[src/rtl/receive_game_dificulty_if.sv]
// Byte-stream and status signals between the UART receiver, the difficulty
// packet parser and game control.
interface receive_game_dificulty_if;
  logic       habilitar_recepcao;
  logic       dado_recebido;
  logic [7:0] dado_entrada;
  logic       game_dificulty;
  logic       dificulty_atualizada;
  logic       erro_pacote;
  logic       recepcao_ativa;

  modport slave (
    input  habilitar_recepcao,
    input  dado_recebido,
    input  dado_entrada,
    output game_dificulty,
    output dificulty_atualizada,
    output erro_pacote,
    output recepcao_ativa
  );

  modport master (
    output habilitar_recepcao,
    output dado_recebido,
    output dado_entrada,
    input  game_dificulty,
    input  dificulty_atualizada,
    input  erro_pacote,
    input  recepcao_ativa
  );
endinterface

[src/rtl/receive_game_dificulty.sv]
// Parses a two-byte difficulty packet (EVENT_CODE, then 0/1 payload) from the
// UART byte stream and holds the resulting difficulty bit.
module receive_game_dificulty #(
  parameter logic [7:0] EVENT_CODE     = 8'hAB,
  parameter int         TIMEOUT_CYCLES = 50_000_000
) (
  input logic                      clock,
  input logic                      reset,
  receive_game_dificulty_if.slave  bus
);

  localparam int CW = $clog2(TIMEOUT_CYCLES + 1);
  localparam logic [CW-1:0] COUNT_LAST = CW'(TIMEOUT_CYCLES - 1);
  localparam logic [CW-1:0] COUNT_SAT  = CW'(TIMEOUT_CYCLES);

  typedef enum logic [1:0] {
    IDLE           = 2'd0,
    ESPERA_PAYLOAD = 2'd1,
    FIM            = 2'd2
  } state_t;

  state_t        state, next_state;
  logic [CW-1:0] count, next_count;
  logic          dificulty_q, next_dificulty;
  logic          atualizada_q, next_atualizada;
  logic          erro_q, next_erro;

  always_ff @(posedge clock) begin
    if (reset) begin
      state        <= IDLE;
      count        <= '0;
      dificulty_q  <= 1'b0;
      atualizada_q <= 1'b0;
      erro_q       <= 1'b0;
    end else begin
      state        <= next_state;
      count        <= next_count;
      dificulty_q  <= next_dificulty;
      atualizada_q <= next_atualizada;
      erro_q       <= next_erro;
    end
  end

  // A payload strobe wins over the timeout when both land in the same cycle.
  always_comb begin
    next_state      = state;
    next_count      = count;
    next_dificulty  = dificulty_q;
    next_atualizada = 1'b0;
    next_erro       = 1'b0;
    if (!bus.habilitar_recepcao) begin
      next_state = IDLE;
      next_count = '0;
    end else begin
      case (state)
        IDLE: begin
          if (bus.dado_recebido && (bus.dado_entrada == EVENT_CODE)) begin
            next_state = ESPERA_PAYLOAD;
            next_count = '0;
          end
        end
        ESPERA_PAYLOAD: begin
          if (bus.dado_recebido) begin
            next_state = FIM;
            if (bus.dado_entrada[7:1] == 7'd0) begin
              next_dificulty  = bus.dado_entrada[0];
              next_atualizada = 1'b1;
            end else begin
              next_erro = 1'b1;
            end
          end else begin
            next_count = (count == COUNT_SAT) ? count : count + CW'(1);
            if (count >= COUNT_LAST) begin
              next_state = FIM;
              next_erro  = 1'b1;
            end
          end
        end
        FIM:     next_state = IDLE;
        default: next_state = IDLE;
      endcase
    end
  end

  assign bus.game_dificulty       = dificulty_q;
  assign bus.dificulty_atualizada = atualizada_q;
  assign bus.erro_pacote          = erro_q;
  assign bus.recepcao_ativa       = (state == ESPERA_PAYLOAD);

endmodule

[src/flat_wrapper.sv]
// flat-port wrapper written by rule: the top's interface ports become plain ports
module receive_game_dificulty_flat 
#(
  parameter logic [7:0] EVENT_CODE     = 8'hAB,
  parameter int         TIMEOUT_CYCLES = 50_000_000
)
  (clock, reset, bus_habilitar_recepcao, bus_dado_recebido, bus_dado_entrada, bus_game_dificulty, bus_dificulty_atualizada, bus_erro_pacote, bus_recepcao_ativa);
  receive_game_dificulty_if bus_i ();
  input logic clock;
  input logic reset;
  input wire logic [$bits(bus_i.habilitar_recepcao)-1:0] bus_habilitar_recepcao;
  input wire logic [$bits(bus_i.dado_recebido)-1:0] bus_dado_recebido;
  input wire logic [$bits(bus_i.dado_entrada)-1:0] bus_dado_entrada;
  output wire logic [$bits(bus_i.game_dificulty)-1:0] bus_game_dificulty;
  output wire logic [$bits(bus_i.dificulty_atualizada)-1:0] bus_dificulty_atualizada;
  output wire logic [$bits(bus_i.erro_pacote)-1:0] bus_erro_pacote;
  output wire logic [$bits(bus_i.recepcao_ativa)-1:0] bus_recepcao_ativa;
  assign bus_i.habilitar_recepcao = bus_habilitar_recepcao;
  assign bus_i.dado_recebido = bus_dado_recebido;
  assign bus_i.dado_entrada = bus_dado_entrada;
  assign bus_game_dificulty = bus_i.game_dificulty;
  assign bus_dificulty_atualizada = bus_i.dificulty_atualizada;
  assign bus_erro_pacote = bus_i.erro_pacote;
  assign bus_recepcao_ativa = bus_i.recepcao_ativa;
  receive_game_dificulty #(.EVENT_CODE(EVENT_CODE), .TIMEOUT_CYCLES(TIMEOUT_CYCLES)) u_core (.clock(clock), .reset(reset), .bus(bus_i));
endmodule
[config.mk]
export PLATFORM = sky130hd
export DESIGN_NAME = receive_game_dificulty_flat
export DESIGN_NICKNAME = d
export VERILOG_FILES = /design/src/rtl/receive_game_dificulty_if.sv /design/src/rtl/receive_game_dificulty.sv /design/src/flat_wrapper.sv
export SDC_FILE = /design/constraint.sdc
export NUM_CORES = 1
export LEC_CHECK = 0
export CORE_ASPECT_RATIO = 1.1
export CORE_MARGIN = 5
export CORE_UTILIZATION = 30
export CTS_CLUSTER_DIAMETER = 200
export DETAILED_ROUTE_END_ITERATION = 12
export GPL_ROUTABILITY_DRIVEN = 0
export GPL_TIMING_DRIVEN = 1
export SYNTH_ARGS = -nofsm -noshare
export SYNTH_HDL_FRONTEND = slang
export SYNTH_SLANG_ARGS = --single-unit
[constraint.sdc]
create_clock -name clock -period 5.5 [get_ports clock]
set_input_delay 1.65 -clock clock [delete_from_list [all_inputs] [get_ports clock]]
set_output_delay 1.65 -clock clock [all_outputs]
set_load 0.05 [all_outputs]
# After elaboration in Yosys (flattened, before gate mapping)
# Index checks and enable logic that the tools add are counted.
[classes] n_addsub=1 order_cmp=1 n_eq_ne=7 muxes=12 bitwise=3 reduce_logical=10
[ops] operator="2-to-1 mux 26 bit" n=3
[ops] operator="case mux 26 bit (2 select lines)" n=1
[ops] operator="adder 26 x 1 -> 26 bit, second input constant" n=1
[ops] operator="== test 26 bit, second input constant" n=1
[ops] operator=">= comparator 26 bit, second input constant" n=1
[ops] operator="== test 8 bit, second input constant" n=1
[ops] operator="AND reduction 4 bit" n=2
[ops] operator="zero test 7 bit" n=1
[ops] operator="2-to-1 mux 2 bit" n=3
[ops] operator="2-to-1 mux 1 bit" n=4
[ops] operator="!= test 2 bit, second input constant" n=2
[ops] operator="case mux 2 bit (2 select lines)" n=1
[ops] operator="OR reduction 4 bit" n=1
[ops] operator="!= test 3 x 2 -> 1 bit, second input constant" n=1
[ops] operator="inverter 1 bit" n=3
[ops] operator="OR reduction 3 bit" n=1
[ops] operator="== test 2 x 1 -> 1 bit, second input constant" n=1
[ops] operator="zero test 2 bit" n=1
[ops] operator="!= test 2 x 1 -> 1 bit, second input constant" n=1
[ops] operator="AND reduction 2 bit" n=1
[ops] operator="nonzero test 2 bit" n=1
[ops] operator="OR reduction 2 bit" n=1
[ops] operator="logical AND 1 bit" n=1
[word_totals] register_bits=31 input_bits=12 out_inout_bits=4

# Depth between registers and ports, before layout
[logic_depth] word_depth=4 ltp_mapped=8

# Worst setup path before layout
# Ideal clock, no wire load.
[synth_path] path_type="input to register" start="input port bus_dado_entrada[2]" end="register u_core.count[3]" arrival_ps=2993 required_time_ps=5441 setup_slack_ps=2448 path_stages=6 path_buffers=1 path_cell_list="nor4b_4 > a41o_4 > o21ai_2 > buf_2 > or4_1 > nand2_1"
[synth_via] elab_chain_cells=4
[synth_lines] element="start, declared" line="flat_wrapper.sv:13" text="input wire logic [$bits(bus_i.dado_entrada)-1:0] bus_dado_entrada;"
[synth_lines] element="== test 8 bit" line="receive_game_dificulty.sv:57" text="if (bus.dado_recebido && (bus.dado_entrada == EVENT_CODE)) begin"
[synth_lines] element="logical AND 1 bit" line="receive_game_dificulty.sv:57"
[synth_lines] element="!= test 2 x 1 -> 1 bit (no source line)"
[synth_lines] element="AND reduction 4 bit (no source line)"
[synth_lines] element="end signal, assigned" line="receive_game_dificulty.sv:37" text="count <= next_count;"
[synth_lines] element="end, declared" line="receive_game_dificulty.sv:23" text="logic [CW-1:0] count, next_count;"
# Every way passes these cells.
# A chain may end at the register's enable or synchronous reset.

# Worst setup path in the final report
[layout_path] start="input port bus_dado_recebido" end="register u_core.count[25]"
[layout_via] elab_chain_cells=3 elab_cells_between_ends=4 cone_classes="eq/ne (2); reduce/logical (2)"
[layout_lines] element="start, declared" line="flat_wrapper.sv:12" text="input wire logic [$bits(bus_i.dado_recebido)-1:0] bus_dado_recebido;"
[layout_lines] element="logical AND 1 bit" line="receive_game_dificulty.sv:57"
[layout_lines] element="!= test 2 x 1 -> 1 bit (no source line)"
[layout_lines] element="AND reduction 4 bit (no source line) *"
# Every way passes the cells marked *; elsewhere a longest branch is shown, timed or not.

==> impl_metrics.env <==
export IMPL_drive_above_1_share=0.0571
export IMPL_worstHoldStart="u_core.count[23]"
export IMPL_area_growth_pct=19.3
export IMPL_fin_setup_tns_ns=0
export IMPL_worst_pin_slew_ns=0.836
export IMPL_ff2ff_setup_slack_ns=3.38
export IMPL_cts_tree="yes"
export IMPL_status="finished clean"
export IMPL_fin_nets=223
export IMPL_ys_types=40
export IMPL_startpoint_type="primary input"
export IMPL_cellPowerDensity_mw_per_mm2=224
export IMPL_root_buffer="clkbuf_8"
export IMPL_cts_hold_buf=0
export IMPL_post_route_period_util=0.645
export IMPL_fin_hold_ws_ns=0.501
export IMPL_ys_seq_elements=31
export IMPL_crit_path_end_kind="flop"
export IMPL_drt_drc_violations_left=0
export IMPL_first_pass_iters=4
export IMPL_fp_row_count=28
export IMPL_rr_startpoint="u_core.count[0]"
export IMPL_die_area_mm2=0.00705
export IMPL_hold_path_end="u_core.count[23]"
export IMPL_via_per_inst=5.24
export IMPL_leakage_uw=0.000589
export IMPL_drt_iter0_markers=61
export IMPL_first_global_vias=1461
export IMPL_max_slew_margin_rel=0.441
export IMPL_grt_pass1_wl_mm=6.69
export IMPL_regToRegEndpoint="u_core.count[25]"
export IMPL_die_height_um=87.6
export IMPL_slowest_delay_ns=0.57
export IMPL_drv_slew=0
export IMPL_path_clk_slew_ns=0.07
export IMPL_cts_resized=0
export IMPL_start_util=0.306
export IMPL_worst_path_buf_inv=1
export IMPL_cts_sinks=31
export IMPL_hold_path_class="flop to flop"
export IMPL_placed_cell_area_mm2=0.00186
export IMPL_criticalPathCategory="primary input to flop"
export IMPL_setup_viol=0
export IMPL_synth_avg_cell_area_um2=8.55
export IMPL_finalCriticalPeriod_ns=3.55
export IMPL_cp_max_fo=18
export IMPL_worstHoldPathCells=2
export IMPL_final_cell_area_mm2=0.00196
export IMPL_yosysWarnings=0
export IMPL_cts_buffers=5
export IMPL_synth_area_top_cells="dfxtp_1 38%, or4_1 5.0%, a21oi_1 4.6%, nand2_1 4.1%, nor2_1 3.9%"
export IMPL_cp_data_required_time_ns=5.70
export IMPL_yosysTopAreaCell="dfxtp_1"
export IMPL_postCtsSetupBuffers=0
export IMPL_ant_nets=0
export IMPL_port_buffers=15
export IMPL_max_freq_ghz=0.282
export IMPL_coreArea_mm2=0.00536
export IMPL_grt_max_degree=25
export IMPL_finalPower_uw=439
export IMPL_diodes=0
export IMPL_io_pins=16
export IMPL_fin_skew_ns=0.00703
export IMPL_hpwl_mm=2.77
export IMPL_clk_latency_ns=0.28
export IMPL_cap_viol_max_count=0
export IMPL_rr_worst_depth=7
export IMPL_finalHoldViolCount=0
export IMPL_ys_seq_area_frac=0.378
export IMPL_cts_buffer_depth=2
export IMPL_ir_worst_vdd_uv=95.2
export IMPL_htreeDepth=2
export IMPL_die_width_um=80.5
export IMPL_crit_chain="clkdlybuf4s50_1 -> nor4b_4 -> a41o_4 -> o211ai_4 -> or4_1 -> a21oi_1"
export IMPL_grt_remaining_overflow=0
export IMPL_crit_arrival_ns=3.75
export IMPL_cp_top_family="simple AND/OR/NAND/NOR gates"
export IMPL_rsz0062_at_grt="false"
export IMPL_wire_per_inst_um=13.4
export IMPL_vias=1492
export IMPL_yosysTopAreaCellShare=0.378
export IMPL_finalWirelength_mm=3.83
export IMPL_synthesis_nets=206
export IMPL_critPathSlowestCell="clkdlybuf4s50_1"
export IMPL_antenna_found_initial=0
export IMPL_syn_instance_count=192
export IMPL_track_usage=0.120
export IMPL_synthesis_area_mm2=0.00164
routing by layer:
layer  vias to the layer above  track usage  share of wire
met5                         -            0              0
met4                         0       0.0553          0.017
met2                        23        0.191           0.45
met3                         5       0.0257          0.041
met1                       693        0.156           0.49
li1                        771            -              -
worst register-to-register path: cells and delay by family (launching register included):
kind	cells	cell delay [ns]
AO/OA/AOI/OAI	2	0.58
flip-flops	1	0.36
AND/OR/NAND/NOR	3	0.80
adder cells (fa/ha/maj)	1	0.14
buffers and inverters	1	0.10
cells in the final DEF (no fill, tap or decap), types with 7 or more instances in the layout:
| cell | netlist | routed |
|---|---|---|
| dfxtp_1 | 31 | 31 |
| nand2_1 | 18 | 18 |
| nor2_1 | 17 | 17 |
| a21oi_1 | 15 | 15 |
| clkdlybuf4s50_1 | 0 | 15 |
| nand3_1 | 11 | 11 |
| or4_1 | 11 | 11 |
| nand4_1 | 8 | 8 |
| o31ai_1 | 7 | 7 |
| clkbuf_8 | 0 | 7 |
cell type report:
| class | instances | area, um^2 |
|---|---|---|
| Clock buffer | 8 | 100 |
| Fill cell | 569 | 3400 |
| Inverter | 5 | 18.8 |
| Multi-Input combinational cell | 151 | 975 |
| Sequential cell | 31 | 621 |
| Tap cell | 75 | 93.8 |
| Timing Repair Buffer | 15 | 150 |
state kept, by name, indices dropped and copies added (netlist names):
register	count
u_core.state	2
u_core.count	26
u_core.bus.game_dificulty	1
u_core.bus.erro_pacote	1
u_core.bus.dificulty_atualizada	1
cells in the mapped netlist:
| cell | n |
|---|---|
| or4_1 | 11 |
| nor3b_1 | 1 |
| a21oi_1 | 15 |
| and4_1 | 5 |
| nor2b_1 | 2 |
| o2111ai_1 | 3 |
| nand3_1 | 11 |
| dfxtp_1 | 31 |
| nand3b_1 | 1 |
| o2bb2ai_1 | 1 |
| nor4b_1 | 2 |
| nor4_1 | 5 |
| nor2_1 | 17 |
| buf_4 | 2 |
| xor2_1 | 4 |
| buf_2 | 1 |
| mux2i_1 | 1 |
| nor3_1 | 4 |
| a41o_4 | 1 |
| o21ai_0 | 4 |
| or3_1 | 5 |
| o21ai_2 | 1 |
| o211ai_4 | 1 |
| ha_1 | 2 |
| nand2_1 | 18 |
| a2111oi_0 | 1 |
| nand4_1 | 8 |
| o31ai_1 | 7 |
| and3_1 | 3 |
| nor4b_4 | 1 |
| a41oi_1 | 1 |
| nor4bb_1 | 1 |
| buf_1 | 1 |
| clkbuf_1 | 1 |
| o211ai_1 | 5 |
| xnor2_1 | 5 |
| inv_1 | 5 |
| or4b_2 | 1 |
| and2_1 | 2 |
| nand2b_1 | 1 |
power breakdown:
group	internal, uW	switching (uW)
combinational	9.31	8.88
sequential	224	0.00585
clock	114	82.3
logic make-up after synthesis:
| family | synth area share |
|---|---|
| and+or+nand+nor | 0.348 |
| AOI/OAI and AO/OA | 0.176 |
| DFF | 0.378 |
| buffers and inverters | 0.0282 |
| xor gates and xnor gates | 0.0480 |
| adders and majority gates | 0.0152 |
| muxes | 0.00610 |
how the worst max path moves through the flow:
stage	cells past startpoint	startpoint	end	slack, ns
6_report	6	bus_dado_recebido	u_core.count[25]	1.95
5_1_grt	6	bus_dado_recebido	u_core.count[25]	1.81
4_1_cts	2	u_core.state[0]	bus_recepcao_ativa	1.94
3_5_place_dp	6	bus_dado_recebido	u_core.count[25]	1.68
3_3_place_gp	6	bus_dado_recebido	u_core.count[3]	1.73
2_1_floorplan	6	bus_dado_entrada[2]	u_core.count[3]	2.45
per-stage QoR:
stage	worst slack, ns	instances	util
floorplan	2.45	192	-
global placement	1.73	277	0.347
detailed placement	1.68	277	0.347
CTS	1.94	285	0.365
global route	1.81	285	0.365
finish	1.95	285	0.365
Power figures use the tool's default switching activity.
